===== src/rtl/z80_pkg.sv =====
// Shared Z80 I/O definitions: sequencer states, op/mode encodings,
// flag bit positions and the flag helpers used by the I/O sequencer.
package z80_pkg;

  typedef enum logic [2:0] {
    IDLE,
    T1,
    T2,
    TW,
    T3,
    XFER,
    DONE
  } io_state_e;

  typedef enum logic [1:0] {
    MODE_SINGLE,
    MODE_INC,
    MODE_DEC,
    MODE_RSVD
  } io_mode_e;

  localparam logic OP_IN  = 1'b0;
  localparam logic OP_OUT = 1'b1;

  localparam int FLAG_S = 7;
  localparam int FLAG_Z = 6;
  localparam int FLAG_Y = 5;
  localparam int FLAG_H = 4;
  localparam int FLAG_X = 3;
  localparam int FLAG_P = 2;
  localparam int FLAG_N = 1;
  localparam int FLAG_C = 0;

  // IN r,(C): S/Z/P from the byte, H=N=0, undocumented Y/X and C kept.
  function automatic logic [7:0] in_flags(
    input logic [7:0] d,
    input logic [7:0] f
  );
    logic [7:0] r;
    r = '0;
    r[FLAG_S] = d[7];
    r[FLAG_Z] = (d == 8'h00);
    r[FLAG_Y] = f[FLAG_Y];
    r[FLAG_H] = 1'b0;
    r[FLAG_X] = f[FLAG_X];
    r[FLAG_P] = ~^d;
    r[FLAG_N] = 1'b0;
    r[FLAG_C] = f[FLAG_C];
    return r;
  endfunction

  function automatic logic [7:0] blk_flags(
    input logic [7:0] b,
    input logic [7:0] f
  );
    logic [7:0] r;
    r = f;
    r[FLAG_Z] = (b == 8'h00);
    r[FLAG_N] = 1'b1;
    return r;
  endfunction

endpackage


===== src/rtl/z80_io_wait_gen.sv =====
// TW cycle counter: mandatory wait plus EXTRA_WAIT automatic waits,
// then extends TW for as long as wait_n is sampled low.
module z80_io_wait_gen
  import z80_pkg::*;
#(
  parameter int EXTRA_WAIT = 0
) (
  input  logic clk,
  input  logic reset,
  input  logic load,
  input  logic in_tw,
  input  logic wait_n,
  output logic tw_done
);

  logic [2:0] cnt;

  always_ff @(posedge clk) begin
    if (reset) begin
      cnt <= '0;
    end else if (load) begin
      cnt <= 3'(EXTRA_WAIT);
    end else if (in_tw && cnt != 3'd0) begin
      cnt <= cnt - 3'd1;
    end
  end

  assign tw_done = in_tw && (cnt == 3'd0) && wait_n;

endmodule


===== src/rtl/z80_io_seq.sv =====
// Z80 I/O bus sequencer for IN/OUT and block INI/IND/OUTI/OUTD.
// Define Z80_IO_REPEAT_EN to enable the repeating (xIR/xDR) forms.
module z80_io_seq
  import z80_pkg::*;
#(
  parameter int DATA_W     = 8,
  parameter int ADDR_W     = 16,
  parameter int EXTRA_WAIT = 0
) (
  input  logic              clk,
  input  logic              reset,
  input  logic              start,
  input  logic              op,
  input  logic [1:0]        mode,
  input  logic              repeat_i,
  input  logic [ADDR_W-1:0] bc_in,
  input  logic [15:0]       hl_in,
  input  logic [DATA_W-1:0] wdata,
  input  logic [7:0]        f_in,
  output logic [ADDR_W-1:0] io_addr,
  output logic              iorq,
  output logic              rd,
  output logic              wr,
  input  logic              wait_n,
  input  logic [DATA_W-1:0] io_din,
  output logic [DATA_W-1:0] io_dout,
  output logic              xfer_valid,
  input  logic              xfer_ready,
  output logic [15:0]       xfer_addr,
  output logic [DATA_W-1:0] xfer_data,
  output logic              busy,
  output logic              done,
  output logic [DATA_W-1:0] rdata,
  output logic [ADDR_W-1:0] bc_out,
  output logic [15:0]       hl_out,
  output logic [7:0]        f_out
);

`ifdef Z80_IO_REPEAT_EN
  localparam bit REP_EN = 1'b1;
`else
  localparam bit REP_EN = 1'b0;
`endif

  io_state_e state, state_nx;
  io_mode_e  mode_r;

  logic              op_r;
  logic              rep_r;
  logic [ADDR_W-1:0] bc_r;
  logic [15:0]       hl_r;
  logic [DATA_W-1:0] wd_r;
  logic [7:0]        f_r;
  logic [7:0]        f_res;
  logic [ADDR_W-1:0] bc_hold;
  logic [15:0]       hl_hold;
  logic [7:0]        f_hold;

  logic        is_block;
  logic        rep_en;
  logic        tw_done;
  logic        iter_end;
  logic        more;
  logic        in_bus;
  logic        strobe;
  logic [7:0]  b_next;
  logic [15:0] hl_next;

  assign is_block = (mode_r == MODE_INC) || (mode_r == MODE_DEC);
  assign rep_en   = REP_EN && rep_r;
  assign b_next   = bc_r[ADDR_W-1 -: 8] - 8'd1;
  assign hl_next  = (mode_r == MODE_DEC) ? hl_r - 16'd1
                                         : hl_r + 16'd1;
  assign more     = rep_en && (b_next != 8'h00);

  // Block IN finishes an iteration on the handshake, block OUT at T3.
  assign iter_end =
    (state == T3 && is_block && op_r == OP_OUT) ||
    (state == XFER && xfer_ready);

  z80_io_wait_gen #(
    .EXTRA_WAIT(EXTRA_WAIT)
  ) u_wait (
    .clk    (clk),
    .reset  (reset),
    .load   (state == T2),
    .in_tw  (state == TW),
    .wait_n (wait_n),
    .tw_done(tw_done)
  );

  always_ff @(posedge clk) begin
    if (reset) state <= IDLE;
    else       state <= state_nx;
  end

  always_comb begin
    state_nx = state;
    unique case (state)
      IDLE: if (start) state_nx = T1;
      T1:   state_nx = T2;
      T2:   state_nx = TW;
      TW:   if (tw_done) state_nx = T3;
      T3: begin
        if (!is_block)          state_nx = DONE;
        else if (op_r == OP_IN) state_nx = XFER;
        else if (more)          state_nx = T1;
        else                    state_nx = DONE;
      end
      XFER: begin
        if (xfer_ready) state_nx = more ? T1 : DONE;
      end
      DONE:    state_nx = IDLE;
      default: state_nx = IDLE;
    endcase
  end

  always_ff @(posedge clk) begin
    if (reset) begin
      op_r    <= OP_IN;
      mode_r  <= MODE_SINGLE;
      rep_r   <= 1'b0;
      bc_r    <= '0;
      hl_r    <= '0;
      wd_r    <= '0;
      f_r     <= '0;
      f_res   <= '0;
      rdata   <= '0;
      bc_hold <= '0;
      hl_hold <= '0;
      f_hold  <= '0;
    end else begin
      if (state == IDLE && start) begin
        op_r   <= op;
        mode_r <= io_mode_e'(mode);
        rep_r  <= repeat_i;
        bc_r   <= bc_in;
        hl_r   <= hl_in;
        wd_r   <= wdata;
        f_r    <= f_in;
        f_res  <= f_in;
      end
      if (state == T3 && op_r == OP_IN) begin
        rdata <= io_din;
        if (!is_block) f_res <= in_flags(io_din[7:0], f_r);
      end
      if (iter_end) begin
        bc_r[ADDR_W-1 -: 8] <= b_next;
        hl_r                <= hl_next;
        f_res               <= blk_flags(b_next, f_r);
      end
      if (state == DONE) begin
        bc_hold <= bc_r;
        hl_hold <= hl_r;
        f_hold  <= f_res;
      end
    end
  end

  assign in_bus = (state == T1) || (state == T2) ||
                  (state == TW) || (state == T3);
  assign strobe = (state == T2) || (state == TW) ||
                  (state == T3);

  assign io_addr    = in_bus ? bc_r : '0;
  assign io_dout    = (in_bus && op_r == OP_OUT) ? wd_r : '0;
  assign iorq       = strobe;
  assign rd         = strobe && (op_r == OP_IN);
  assign wr         = strobe && (op_r == OP_OUT);
  assign xfer_valid = (state == XFER);
  assign xfer_addr  = hl_r;
  assign xfer_data  = rdata;
  assign busy       = (state != IDLE);
  assign done       = (state == DONE);

  assign bc_out = done ? bc_r  : bc_hold;
  assign hl_out = done ? hl_r  : hl_hold;
  assign f_out  = done ? f_res : f_hold;

endmodule


===== config.mk =====
export PLATFORM = sky130hd
export DESIGN_NAME = z80_io_seq
export DESIGN_NICKNAME = d
export VERILOG_FILES = /design/src/rtl/z80_pkg.sv /design/src/rtl/z80_io_wait_gen.sv /design/src/rtl/z80_io_seq.sv
export SDC_FILE = /design/constraint.sdc
export NUM_CORES = 1
export LEC_CHECK = 0
export ABC_CLOCK_PERIOD_IN_PS = 4400
export CAP_MARGIN = 10
export CORE_AREA = 2 2 114 116
export CTS_CLUSTER_DIAMETER = 30
export CTS_CLUSTER_SIZE = 28
export DETAILED_ROUTE_END_ITERATION = 10
export DIE_AREA = 0 0 116 118
export HOLD_SLACK_MARGIN = 0.05
export PLACE_DENSITY = 0.91
export REMOVE_ABC_BUFFERS = 1
export SLEW_MARGIN = 5
export SYNTH_ARGS = -nofsm -noshare
export SYNTH_HDL_FRONTEND = slang
export SYNTH_HIERARCHICAL = 1
export SYNTH_SLANG_ARGS = --single-unit

===== constraint.sdc =====
create_clock -name clk -period 4.4 [get_ports clk]
set_input_delay 0.44 -clock clk [delete_from_list [all_inputs] [get_ports clk]]
set_output_delay 0.44 -clock clk [all_outputs]
set_load 0.01 [all_outputs]

==> run summary, run 1 <==
initial antenna violation count: 0
Clock Latency Late Sink: 0.36 ns
GR peak layer: met2
Global Route Usage Sum: 0.242
clk slew on worst S/H paths: 0.07 ns
Lkg Pwr: 2.98 nW
crit start category: flop
Final Hold Fails: 0
fin util: 0.633
post-route DRC violation count: 0
CP Data Arrival Time: 2.81 ns
FF+latch count, synth: 111
WP data required: 3.96 ns
Clock Path Buffers: 2
top_reg_cell synth: dfxtp_1
pwr/cell area: 303 nW/um^2
Mapped Area: 5940 um^2
Layout area overhead: 32.3%
Post-Place Cell Area: 7580 um^2
Rel. slew slack: 0.281
number of synthesized flops with an enable pin: 0
Min Hold Slack: 0.451 ns
Post-CTS Resized: 0
post-synthesis cell count: 794
final instance area: 7860 um^2
library cells used by synthesis: 60
fmax: 0.308 GHz
htree depth: 3
share of layout cells above drive strength 1: 0.0525
CTS Root Cell: clkbuf_16
Routability Congestion: 0.971
setup TNS: 0 ns
RSZ-0062 raised after global routing: false
worst-margin pin slew: 1.07 ns
Die Span X: 116 um
antenna cells: 0
DIE AREA: 13700 um^2
Yosys warnings: 6
number of port buffers: 165
drt total wl: 16600 um
Place WS: 1.37 ns
row cnt: 41
Max VDD drop: 0.000165 V
wire length per cell: 15.2 um
Tmin final: 3.25 ns
CP max FO: 24
Synth area leaders: dfxtp_1, nand2_1, a21oi_1
run status: finished, final reports clean
Die Y-Extent: 118 um
first-pass GRT wire length: 26800 um
clk sinks: 111
largest net degree at the start of global routing: 66
first-pass iteration count of the detailed router: 7
TritonCTS buffer count: 9
vias in the first global route: 5485
syn_area_per_cell: 7.48 um^2
Final period util: 0.738
register area share after synthesis: 0.374
DR vias/cell: 5.39
I/O pin cnt: 167
met1 Usage GRT: 0.306
Core ar.: 12400 um^2
Hold-fix buffers, CTS: 0
gr ovfl total: 0
initial core utilization: 0.478
ys async rst share: 0
Nets: 986
top-area cell type share of the netlist area: 0.374
Worst Setup Path Type: reg2out
worst hold path class: reg2reg
Detailed Route Iter0 Violations: 411
final worst slack: 1.15 ns
postcts setup bufs: 0
post-synth top area cell: dfxtp_1
CTS tree: built
Slew Limit Fails: 0
max-cap violations: 0
CP Capture Type: output port
hpwl dp: 11200 um
routing usage on met3: 0.0422
via count: 5859
met2 usage: 0.413
post-route ant nets: 0
Layout Skew: 0.00473 ns
final setup fails: 0
==> metrics by stage <==
step                power, mW  instances
detailed placement       1.61       1071
global placement         1.60       1071
CTS                      2.39       1087
floorplan                1.39        726
global route             2.50       1087
finish                   2.38       1087
==> cell usage after synthesis, types with 2 or more instances <==
library cell    n
a222oi_1        2
a31oi_1         4
clkbuf_1       43
nor2_1         48
a22oi_1         3
inv_1          26
xnor2_1        15
or2_2           2
ha_1           11
xor2_1          6
o211ai_1        8
a32oi_1         2
buf_1           5
o211a_1         2
buf_2          11
nand2b_1        6
nand3b_1        4
dfxtp_1       111
o32a_1          4
nor4_1          4
nor2b_1         4
a211oi_1        7
mux2_2         11
nand4b_1        2
a311oi_1        7
mux2i_1         7
o21ai_0        34
and2_1         60
nand4_1         3
or3_1           9
o22ai_1         7
and3_1          9
o2111ai_1       2
nand2_1       187
nand3_1         9
buf_4           9
a21oi_1        75
a221oi_1        4
nor3_1          8
o31a_1          3
==> cell type report <==
type | count | area [um^2]
Fill cell | 1099 | 4560
Multi-Input combinational cell | 589 | 3330
Sequential cell | 111 | 2220
Timing Repair Buffer | 173 | 1710
Clock buffer | 9 | 225
Tap cell | 172 | 215
Inverter | 26 | 97.6
Clock inverter | 7 | 55.1
==> critical path, stage by stage, from the launching register on <==
cell and delay [ns]:
dfxtp_1 0.62, nor2_1 0.16, xnor2_2 0.85, and3_1 0.28, clkdlybuf4s50_1 0.54
==> power by group <==
| part | switching, mW | leakage [nW] | total [mW] | internal, mW |
|---|---|---|---|---|
| Combinational | 0.252 | 1.95 | 0.469 | 0.217 |
| Clock | 0.397 | 0.133 | 0.788 | 0.391 |
| Sequential | 0.0743 | 0.903 | 1.13 | 1.05 |
==> metal layers <==
layer	part of all wire	vias up
met3	0.061	25
met2	0.49	188
met5	0	-
li1	-	2914
met1	0.43	2732
met4	0.018	0
==> state kept, by name, indices dropped and copies added, names as in the netlist <==
register / count
mode_r: 2
wd_r: 8
op_r: 1
f_hold: 8
f_r: 6
f_res: 8
bc_r: 16
rdata: 8
u_wait/cnt: 3
hl_hold: 16
xfer_addr: 16
bc_hold: 16
state: 3
==> path summary, 6_finish.rpt <==
kind	start	endpoint	slack (ns)	depth (start not counted)
min reg2reg	wd_r[7]	wd_r[7]	0.45	2
max reg2reg	mode_r[0]	xfer_addr[12]	1.45	9
min	wd_r[7]	wd_r[7]	0.45	2
max	state[0]	io_dout[0]	1.15	4
==> placed cells by master, fill, tap and decap left out, types with 8 or more instances in the layout <==
cell type | synthesis | layout
nand2_1 | 187 | 186
clkdlybuf4s50_1 | 0 | 164
dfxtp_1 | 111 | 111
a21oi_1 | 75 | 75
and2_1 | 60 | 59
nor2_1 | 48 | 47
o21ai_0 | 34 | 34
inv_1 | 26 | 26
xnor2_1 | 15 | 14
mux2_2 | 11 | 11
ha_1 | 11 | 11
and3_1 | 9 | 9
or3_1 | 9 | 9
clkbuf_16 | 0 | 9
nor3_1 | 8 | 8
nand3_1 | 9 | 8
o211ai_1 | 8 | 8
buf_4 | 9 | 8
==> kinds of logic (layout without fill, tap and decap cells) <==
logic type      after synthesis  in the layout  share of synthesized area
compound gates              175            175                      0.183
flops                       111            111                      0.374
fa+ha+maj                    11             11                     0.0232
mux                          18             18                     0.0327
xor+xnor                     21             21                     0.0310
simple gates                364            364                      0.288
buf+inv                      94            215                     0.0674
Power figures use the tool's default switching activity.
==> run 2, diff against run 1 <==
--- a/config.mk
+++ b/config.mk
@@ -5,15 +5,15 @@
 export SDC_FILE = /design/constraint.sdc
 export NUM_CORES = 1
 export LEC_CHECK = 0
-export ABC_CLOCK_PERIOD_IN_PS = 4400
+export ABC_CLOCK_PERIOD_IN_PS = 2800
 export CAP_MARGIN = 10
-export CORE_AREA = 2 2 114 116
+export CORE_AREA = 2 2 120 122
 export CTS_CLUSTER_DIAMETER = 30
 export CTS_CLUSTER_SIZE = 28
 export DETAILED_ROUTE_END_ITERATION = 10
-export DIE_AREA = 0 0 116 118
+export DIE_AREA = 0 0 122 124
 export HOLD_SLACK_MARGIN = 0.05
-export PLACE_DENSITY = 0.91
+export PLACE_DENSITY = 0.87
 export REMOVE_ABC_BUFFERS = 1
 export SLEW_MARGIN = 5
 export SYNTH_ARGS = -nofsm -noshare
==> constraint.sdc (replaced) <==
create_clock -name clk -period 2.8 [get_ports clk]
set_input_delay 0.28 -clock clk [delete_from_list [all_inputs] [get_ports clk]]
set_output_delay 0.28 -clock clk [all_outputs]
set_load 0.01 [all_outputs]
==> run 2 against run 1 <==
Compared with the run above: sequential power rose by 55%; clock power is 57% higher; flip-flop and latch count did not move; clock-buffer cell count grew 1; highest routed layer unchanged.
==> run summary, run 2 (same netlist as run 1, synthesis figures left out) <==
run status: finished, final reports clean
vias in the first global route: 5544
Clock Path Buffers: 2
Post-Place Cell Area: 7740 um^2
Register-to-Register Path Depth: 11
Layout area overhead: 35.3%
DIE AREA: 15100 um^2
Clock Latency Late Sink: 0.36 ns
row cnt: 43
via count: 5957
WP data required: 3.02 ns
clk sinks: 111
Routability Congestion: 0.941
CP Capture Type: flop
Final period util: 0.924
RSZ-0062 raised after global routing: false
Worst Setup Path Type: reg2reg
share of layout cells above drive strength 1: 0.0707
final instance area: 8030 um^2
CTS tree: built
CP Data Arrival Time: 2.81 ns
antenna cells: 0
worst-margin pin slew: 0.760 ns
DR vias/cell: 5.35
Slew Limit Fails: 0
pwr/cell area: 472 nW/um^2
Nets: 1004
Final Hold Fails: 0
largest net degree at the start of global routing: 66
worst hold path class: in2reg
Detailed Route Iter0 Violations: 351
first-pass iteration count of the detailed router: 5
number of port buffers: 165
Hold-fix buffers, CTS: 0
Layout Skew: 0.00969 ns
max-cap violations: 0
Power Total: 3.80 mW
htree depth: 3
hpwl dp: 11900 um
drt total wl: 16500 um
Die Y-Extent: 124 um
TritonCTS buffer count: 9
gr ovfl total: 0
Rel. slew slack: 0.494
Max VDD drop: 0.000306 V
CTS Root Cell: clkbuf_16
clk slew on worst S/H paths: 0.08 ns
most common cell after layout, fill and taps aside: nand2_1
wire length per cell: 14.8 um
CP max FO: 6
setup TNS: 0 ns
first-pass GRT wire length: 26500 um
post-route ant nets: 0
Core ar.: 13700 um^2
I/O pin cnt: 167
Tmin final: 2.59 ns
Min Hold Slack: 0.393 ns
crit start category: flop
Global Route Usage Sum: 0.222
final setup fails: 0
fmax: 0.386 GHz
Lkg Pwr: 3.08 nW
initial core utilization: 0.433
Die Span X: 122 um
hold depth: 3
initial antenna violation count: 0
most frequent cells in the layout: nand2_1, clkdlybuf4s50_1, dfxtp_1
fill count: 1234
post-route DRC violation count: 0
==> run 2: path summary, 6_finish.rpt <==
path              endpoint      start  slack, ns
max          xfer_addr[12]  mode_r[0]       0.21
max reg2reg  xfer_addr[12]  mode_r[0]       0.21
min reg2reg        wd_r[7]    wd_r[7]       0.45
min            bc_hold[15]      reset       0.39
==> run 2: final cells by class <==
cell class / instances / area, um^2 / share of cell area
flip-flops and latches: 111 / 2220 / 0.277
multi-input cells: 589 / 3330 / 0.415
well taps: 180 / 225 / 0.0280
clock inverters: 6 / 51.3 / 0.00639
repair buffers: 191 / 1870 / 0.233
inverters: 26 / 101 / 0.0126
clock buffers: 10 / 229 / 0.0285
==> run 2: what timing repair did <==
action,in CTS,in global routing
setup buffers,0,1
gates resized for setup,0,4
endpoints found under the setup margin,0,26
==> run 2: through the flow <==
step / util / std cells / setup WS, ns
after floorplan: - / 726 / -0.435
after detailed placement: 0.564 / 1096 / 0.206
after global placement: 0.564 / 1096 / 0.271
after CTS: 0.584 / 1112 / 0.00678
after global routing: 0.586 / 1113 / 0.0120
final: 0.586 / 1113 / 0.213
==> run 2: layer usage <==
| metal | vias up | GRT usage | wire [um] |
|---|---|---|---|
| li1 | 2957 | - | - |
| met1 | 2785 | 0.266 | 7010 |
| met2 | 190 | 0.381 | 7990 |
| met3 | 25 | 0.0572 | 1160 |
| met4 | 0 | 0.0855 | 360 |
| met5 | - | 0 | 0 |
==> run 2: worst max-delay path, stage by stage (launching register included) <==
cell and delay (ns):
dfxtp_1 0.33, inv_1 0.06, ha_1 0.21, xor2_1 0.15, ha_1 0.20, a21boi_1 0.17
o22ai_1 0.15, or2_2 0.38, o32a_1 0.34, a21oi_1 0.15, mux2i_1 0.21, o22ai_1 0.09
==> run 2: report_power, final <==
group	internal [mW]	switching, mW	total (mW)	leakage (nW)
registers	1.65	0.0973	1.75	0.903
logic	0.379	0.424	0.803	2.04
clock network	0.621	0.622	1.24	0.140
total	2.65	1.14	3.80	3.08
==> run 3, diff against run 2 <==
--- a/config.mk
+++ b/config.mk
@@ -7,13 +7,14 @@
 export LEC_CHECK = 0
 export ABC_CLOCK_PERIOD_IN_PS = 2800
 export CAP_MARGIN = 10
-export CORE_AREA = 2 2 120 122
+export CORE_AREA = 2 2 91 159
 export CTS_CLUSTER_DIAMETER = 30
 export CTS_CLUSTER_SIZE = 28
 export DETAILED_ROUTE_END_ITERATION = 10
-export DIE_AREA = 0 0 122 124
+export DIE_AREA = 0 0 93 161
 export HOLD_SLACK_MARGIN = 0.05
 export PLACE_DENSITY = 0.87
+export RECOVER_POWER = 25
 export REMOVE_ABC_BUFFERS = 1
 export SLEW_MARGIN = 5
 export SYNTH_ARGS = -nofsm -noshare
==> run 3 against run 2 <==
Compared with the run above: critical path depth decreased by 6; cell count shrank 0.36%; via count rose by 1.7%; worst hold slack improved by 0.012 ns; clock-buffer cell count stayed put; total power rose by 1.3%; sequential power about the same; combinational power up 0.5%; critical path type is now reg2out.
==> run summary, run 3 (same netlist as run 1, synthesis figures left out) <==
Rel. slew slack: 0.491
initial core utilization: 0.434
TritonCTS buffer count: 9
Tmin final: 2.63 ns
I/O pin cnt: 167
max-cap violations: 0
htree depth: 3
Layout area overhead: 35.6%
Slew Limit Fails: 0
DIE AREA: 15000 um^2
Final period util: 0.941
clk sinks: 111
Nets: 1002
gr ovfl total: 0
CP Capture Type: output port
Clock Path Buffers: 2
WP data required: 2.52 ns
via count: 6057
postcts setup bufs: 0
pwr/cell area: 477 nW/um^2
Place WS: 0.187 ns
Post-Place Cell Area: 7730 um^2
run status: finished, final reports clean
most frequent cells in the layout: nand2_1, clkdlybuf4s50_1, dfxtp_1
fmax: 0.380 GHz
final setup fails: 0
Lkg Pwr: 3.15 nW
vias in the first global route: 5729
CP Data Arrival Time: 2.35 ns
Detailed Route Iter0 Violations: 317
Max stage delay on crit path: 0.57 ns
Worst Setup Path Type: reg2out
most common cell after layout, fill and taps aside: nand2_1
Die Y-Extent: 161 um
fin util: 0.588
Crit-path slowest cell: dfxtp_1
CP max FO: 22
fill count: 1245
crit start category: flop
Max VDD drop: 0.000433 V
crit path from: state[1]
first-pass iteration count of the detailed router: 5
CTS Root Cell: clkbuf_16
final instance area: 8050 um^2
final worst slack: 0.165 ns
Core ar.: 13700 um^2
post-route DRC violation count: 0
Layout Skew: 0.0102 ns
initial antenna violation count: 1
hold_sp: reset
first-pass GRT wire length: 28400 um
row cnt: 57
DR vias/cell: 5.46
number of port buffers: 165
worst hold path class: in2reg
worst-margin pin slew: 0.764 ns
clk slew on worst S/H paths: 0.08 ns
Global Route Usage Sum: 0.237
Die Span X: 93 um
post-route ant nets: 0
Final Hold Fails: 0
hpwl dp: 12800 um
wire length per cell: 16.3 um
drt total wl: 18000 um
Clock Latency Late Sink: 0.35 ns
largest net degree at the start of global routing: 66
Routability Congestion: 0.893
crit path cell chain: nor2_1 > xnor2_2 > buf_12 > and3_1 > clkdlybuf4s50_1
CTS tree: built
share of layout cells above drive strength 1: 0.0730
r2r startpoint: mode_r[0]
[run 3: cell count changes in the layout (fill, tap and decap cells not counted), moves of 2 or more]
cell / before / now
and2_1: 59 / 55
clkdlybuf4s50_1: 164 / 141
buf_4: 23 / 21
clkinvlp_4: 1 / 3
and2_0: 0 / 4
dlygate4sd3_1: 0 / 23
[run 3: worst paths after layout]
check             endpoint  slack [ns]  cells after the start
max             io_dout[2]        0.17                      5
min           xfer_addr[3]        0.41                      4
max reg2reg  xfer_addr[14]        0.19                     11
min reg2reg        wd_r[0]        0.46                      2
[run 3: per-layer routing]
| layer | GRT usage | vias to the layer above | share of wire |
|---|---|---|---|
| met5 | 0 | - | 0 |
| met4 | 0.126 | 0 | 0.046 |
| met3 | 0.0336 | 53 | 0.052 |
| met2 | 0.427 | 221 | 0.53 |
| met1 | 0.264 | 2836 | 0.37 |
| li1 | - | 2947 | - |
[run 3: where the power goes]
part / total (mW) / leakage [nW] / switching, mW / internal [mW]
registers: 1.75 / 0.903 / 0.101 / 1.65
logic: 0.807 / 2.11 / 0.437 / 0.370
clock network: 1.29 / 0.140 / 0.635 / 0.650
[run 3: through the flow]
| step | cells | setup TNS [ns] | hold slack [ns] | power, mW |
|---|---|---|---|---|
| after floorplan | 726 | -1.75 | 0.349 | 2.19 |
| after global placement | 1092 | 0 | 0.437 | 2.56 |
| after detailed placement | 1092 | 0 | 0.442 | 2.58 |
| after CTS | 1108 | 0 | 0.413 | 3.85 |
| after global routing | 1109 | -0.0269 | 0.443 | 4.03 |
| final | 1109 | 0 | 0.405 | 3.85 |
[run 3: timing repair]
| action | in CTS | in global routing |
|---|---|---|
| pin swaps | 0 | 0 |
| endpoints found under the setup margin | 16 | 5 |
| gates resized for setup | 2 | 7 |
| gates cloned | 0 | 0 |
| hold buffers | 0 | 0 |
[run 3: layout make-up]
type	count	area, um^2	area share
antenna	1	2.50	0.000311
clock buffer	10	239	0.0297
clock inverter	6	60.1	0.00746
inverter	26	101	0.0126
multi-input combinational	589	3360	0.417
sequential	111	2220	0.276
tap	177	221	0.0275
timing repair buffer	189	1850	0.229
[run 3: worst max-delay path, delay by kind of cell, from the launching register on]
kind          cells  cell delay, ns
simple gates      2            0.34
xor+xnor          1            0.32
flops             1            0.57
buf+inv           2            0.77
==> edit 1: new RTL, flow settings as in run 2 <==
Re-encode `io_state_e` (7 states) as one-hot, 7 bits wide.
--- a/src/rtl/z80_pkg.sv
+++ b/src/rtl/z80_pkg.sv
@@ -4,10 +4,10 @@
 
-  typedef enum logic [2:0] {
-    IDLE,
-    T1,
-    T2,
-    TW,
-    T3,
-    XFER,
-    DONE
+  typedef enum logic [6:0] {
+    IDLE = 7'b0000001,
+    T1   = 7'b0000010,
+    T2   = 7'b0000100,
+    TW   = 7'b0001000,
+    T3   = 7'b0010000,
+    XFER = 7'b0100000,
+    DONE = 7'b1000000
   } io_state_e;
Check against the original RTL: no difference found for any inputs over 10 cycles, from zero or initial values and one cycle with reset high; not proved beyond that.
==> edit 1 against run 2 <==
The flow now finishes with violations (DRC); setup slack got worse by 0.17 ns; wire length increased by 14%; cell area up 11%; count of clock-buffer cells in the layout is 14 higher; via count increased by 5.6%; sequential cell count is 4 higher; area after synthesis increased by 7.7%; maximum frequency is 6.2% lower; synthesized cell count decreased by 2.6%; sequential share of layout area down 1.8 points; critical path type is now reg -> out; critical endpoint is now f_out[0].
Power is not compared: it rests on default switching activity, and its combinational part moved more than twofold at a synthesized area within 25%.
==> edit 1: results (changes against run 2) <==
* Max clock buf depth at 2 (unchanged)
* Period minus WS final at 2.76 ns (+0.172 ns)
* Mean Syn Cell Area at 8.27 µm² (+11%)
* Vias in the first global route at 5,898 (+6.4%)
* Routed wire length at 18,900 µm (+14%)
* DR pass1 iterations at 8 (+3)
* Post-synth ARST share at 0% (unchanged)
* Final nets at 999 (-0.50%)
* Final Skew at 0.00814 ns (-0.00155 ns)
* Largest net degree at the start of global routing at 47 (-29%)
* CP max FO at 11 (+5)
* DP HPWL at 12,300 µm (+3.6%)
* FF-to-FF setup slack at 0.16 ns (-0.05 ns)
* DR iter-0 viols at 620 (+77%)
* Max IR drop VDD at 534 µV
* Most frequent cells after synthesis: dfxtp_1, nand2_1, and2_1
* Pre-CTS setup slack at 0.175 ns (-0.0309 ns)
* YS warnings at 6 (unchanged)
* CTS H-Tree Depth at 4 (+1)
* Initial antenna violation count at 0 (unchanged)
* Fillcell total at 1,077 (-13%)
* CTS Root Cell: clkbuf_16
* Largest delay share family, worst path: buffers and inverters
* PortBufs at 165 (unchanged)
* Status: finished, violations left
* Placer Congestion at 0.893 (-5.0%)
* Share of cells above drive strength 1 at 13.8% (+6.7 points)
* Routed via count at 6,289 (+5.6%)
* Hold WS at 0.287 ns (-0.106 ns)
* CTS buffer count at 17 (+8)
* All-Layer GR Usage at 24.3% (+2.2 points)
* Slowest-stage cell, CP: clkdlybuf4s50_1
* Worst Hold Class: in -> reg
* Clk pin slew, worst setup/hold paths at 0.05 ns (-0.03 ns)
* Failing checks: DRC
* Global-route wire length before repair at 28,800 µm (+8.5%)
* Sequential fraction of the synthesis area at 36.0% (-1.4 points)
* Predominant post-synthesis flop cell: dfxtp_1
* Clk_lat worst skew at 0.43 ns (+0.07 ns)
* N_diodes at 0 (unchanged)
* Slowest stage delay, CP at 0.52 ns (+0.14 ns)
* LEAKAGE at 0.00371 µW
* Cell variety after synth at 77 (+28%)
* Worst slew margin at 47.9% (-1.5 points)
* Total grt overflow at 0 (unchanged)
* Arr. time, crit path at 2.48 ns (-0.33 ns)
* Main area contributors after synthesis: dfxtp_1, mux2_2, and2_1
* # DRC at 1 (+1)
## edit 1: cell types whose count changed in the layout (fill, tap and decap cells not counted), sizes merged, moves of 9 or more
cell           change
a21oi             -15
clkdlybuf4s50     -13
clkbuf            +16
dlymetal6s2s      +12
mux2              +29
nand2             -87
nor3               +9
## edit 1: cell type report
type / instances / area (µm²) / share of cell area, %
multi-input cells: 570 / 3650 / 40.9
flip-flops and latches: 115 / 2300 / 25.8
repair buffers: 198 / 2020 / 22.6
clock buffers: 24 / 522 / 5.85
well taps: 180 / 225 / 2.53
clock inverters: 8 / 120 / 1.35
inverters: 21 / 78.8 / 0.884
## edit 1: through the flow
| step | instance area [µm²] | utilization, % | total power (µW) | cells |
|---|---|---|---|---|
| after CTS | 8790 | 64.1 | 6420 | 1112 |
| after global placement | 8110 | 59.1 | 4020 | 1078 |
| after floorplan | 6000 | - | 3250 | 706 |
| after global routing | 8920 | 65.0 | 6820 | 1116 |
| final | 8920 | 65.0 | 6470 | 1116 |
| after detailed placement | 8110 | 59.1 | 4080 | 1078 |
## edit 1: worst paths after layout
| path | start | end | cells past startpoint |
|---|---|---|---|
| setup / recovery | state[2] | f_out[0] | 5 |
| hold / removal | reset | state[2] | 3 |
| setup reg to reg | mode_r[0] | xfer_addr[14] | 10 |
| hold reg to reg | wd_r[4] | wd_r[4] | 2 |
## edit 1: per-layer routing
layer	part of all wire (%)	GRT usage, %
met1	40	27.6
met2	49	41.9
met3	8.4	7.23
met4	2.8	12.0
met5	0	0
## edit 1: timing repair
item / in CTS / in global routing
pin swaps: 3 / 2
cloned: 1 / 3
hold buffers: 0 / 0
gates resized for setup: 4 / 19
setup buffers: 1 / 1
setup endpoints to repair: 40 / 46
endpoints found under the hold margin: 0 / 0
## edit 1: cell families (layout without fill, tap and decap cells)
group                    Yosys count  after routing  synth area share, %
flip-flops                       115            115                 36.0
multiplexers                      54             54                 9.23
adder cells (fa/ha/maj)           11             11                 2.15
buffers and inverters             88            251                 7.41
AO/OA/AOI/OAI                    170            170                 17.2
XOR/XNOR                          13             13                 1.78
AND/OR/NAND/NOR                  322            322                 26.3
## edit 1: worst min-delay path, cell delays in order
cell	delay, ns
buf_2	0.15
or4_1	0.19
nor2_1	0.05
## edit 1: power breakdown
| group | total [µW] | internal [µW] | leakage (µW) | switching, µW |
|---|---|---|---|---|
| logic | 1970 | 880 | 0.00246 | 1090 |
| registers | 2180 | 1860 | 0.000934 | 316 |
| clock network | 2330 | 1560 | 0.000314 | 770 |
| total | 6470 | 4300 | 0.00371 | 2180 |
==> edit 2: new RTL, config.mk and constraints of run 2 <==
Without the edit above. Add a define of `Z80_IO_REPEAT_EN`.
--- a/src/rtl/z80_io_seq.sv
+++ b/src/rtl/z80_io_seq.sv
@@ -2,2 +2,4 @@
 // Define Z80_IO_REPEAT_EN to enable the repeating (xIR/xDR) forms.
+`define Z80_IO_REPEAT_EN
+
 module z80_io_seq
Function: changed (Yosys sat finds a counterexample within 10 cycles, from zero or initial values and one cycle with reset high).
==> edit 2 against run 2 <==
Sequential cell count is 1 higher; via count is 3.2% lower; power is 1.1% higher; area after synthesis is 0.57% lower; wire length is 0.52% lower; maximum frequency is 0.40% lower; largest cell class unchanged; setup slack worse by 0.010 ns; core utilization is 0.16 points lower; cell area is 0.28% lower; combinational power is 8.7% lower.
==> edit 2: results (changes against run 2) <==
* Global-route wire length before repair at 26,200 µm (-1.4%)
* Vias in the first global route at 5,530 (-0.25%)
* Clk_lat worst skew at 0.36 ns (about the same)
* CP max FO at 14 (+8)
* Cell variety after synth at 58 (-3.3%)
* All-Layer GR Usage at 21.7% (-0.46 points)
* Status: finished, final reports clean
* CTS Root Cell: clkbuf_16
* CP Capture Type: output port
* Worst Hold Class: in -> reg
* Initial antenna violation count at 0 (unchanged)
* FF-to-FF setup slack at 0.33 ns (+0.12 ns)
* Count of final setup violators at 0 (unchanged)
* Share of cells above drive strength 1 at 5.79% (-1.3 points)
* Crit Reg-Reg Startpoint: mode_r[0]
* N_diodes at 0 (unchanged)
* Fmax at 0.385 GHz (-0.40%)
* LEAKAGE at 0.00329 µW (+6.8%)
* Max clock buf depth at 2 (unchanged)
* Routed wire length at 16,400 µm (-0.52%)
* Predominant post-synthesis flop cell: dfxtp_1
* Pre-CTS setup slack at 0.375 ns (+0.170 ns)
* Worst slew margin at 43.8% (-5.5 points)
* DR pass1 iterations at 5 (unchanged)
* CP Launch Point: state[2]
* Placer Congestion at 0.970 (+3.1%)
* Most frequent cells after synthesis: nand2_1, dfxtp_1, a21oi_1
* Post-CTS Resized at 0 (unchanged)
* PortBufs at 166 (+0.61%)
* Post-synth ARST share at 0% (unchanged)
* Max IR drop VDD at 449 µV (+47%)
* CTS H-Tree Depth at 3 (unchanged)
* DR iter-0 viols at 316 (-10%)
* CTS buffer count at 9 (unchanged)
* Sw Share at 27.7% (-2.4 points)
* Arr. time, crit path at 2.32 ns (-0.49 ns)
* Post-CTS Setup Inserts at 0 (unchanged)
* Largest net degree at the start of global routing at 55 (-17%)
* Final nets at 1,016 (+1.2%)
* Final Skew at 0.00711 ns (-0.00259 ns)
* Routed via count at 5,768 (-3.2%)
* YS warnings at 6 (unchanged)
* Clk pin slew, worst setup/hold paths at 0.07 ns
* Main area contributors after synthesis: dfxtp_1, nand2_1, a21oi_1
* DP HPWL at 11,700 µm (-1.7%)
* Hold_sp: reset
* Fillcell total at 1,252 (+1.5%)
* Sequential fraction of the synthesis area at 38.0% (+0.55 points)
[edit 2: path summary, 6_finish.rpt]
check | end | cells after the start
worst min register to register | wd_r[1] | 2
worst max-delay path | rd | 4
worst max register to register | xfer_addr[11] | 10
worst min-delay path | f_res[2] | 2
[edit 2: layout make-up]
cell class | instances | area, µm² | area share [%]
clock buffer | 12 | 267 | 3.33
clock inverter | 4 | 51.3 | 0.640
inverter | 23 | 86.3 | 1.08
multi-input combinational | 595 | 3330 | 41.6
sequential | 112 | 2240 | 28.0
tap | 180 | 225 | 2.81
timing repair buffer | 186 | 1810 | 22.6
[edit 2: through the flow]
| step | hold WS [ns] | cells | setup TNS [ns] | cell area (µm²) |
|---|---|---|---|---|
| floorplan | 0.346 | 730 | -0.135 | 5640 |
| global placement | 0.437 | 1096 | 0 | 7690 |
| detailed placement | 0.442 | 1096 | 0 | 7690 |
| CTS | 0.401 | 1112 | 0 | 8010 |
| global route | 0.423 | 1112 | 0 | 8010 |
| finish | 0.415 | 1112 | 0 | 8010 |
[edit 2: cell families (layout without fill, tap and decap cells)]
group	count (synthesis)	count (layout)	share of synthesized area (%)
XOR/XNOR	18	18	2.67
AO/OA/AOI/OAI	162	162	17.0
adder cells (fa/ha/maj)	24	24	5.21
buffers and inverters	78	225	5.89
multiplexers	6	6	1.10
flip-flops	112	112	38.0
AND/OR/NAND/NOR	385	385	30.1
[edit 2: power by group through the flow]
stage	registers [µW]	clock network [µW]	logic, µW
after floorplan	1760	0	383
after global placement	1770	0	716
after detailed placement	1770	0	729
after CTS	1730	1390	735
after global routing	1740	1450	806
final	1730	1370	733
[edit 2: critical path, stage by stage, from the launching register on]
cell and delay, ns:
dfxtp_1 0.64, nand2b_1 0.27, o21ai_0 0.33, nor2b_1 0.18, clkdlybuf4s50_1 0.54
[edit 2: layer usage]
layer  part of all wire [%]  vias up  global-route usage [%]
met5                      0        -                       0
met4                   0.88        0                    5.17
met3                    7.2       17                    6.55
met2                     49      187                    38.5
met1                     43     2653                    25.8
li1                       -     2911                       -
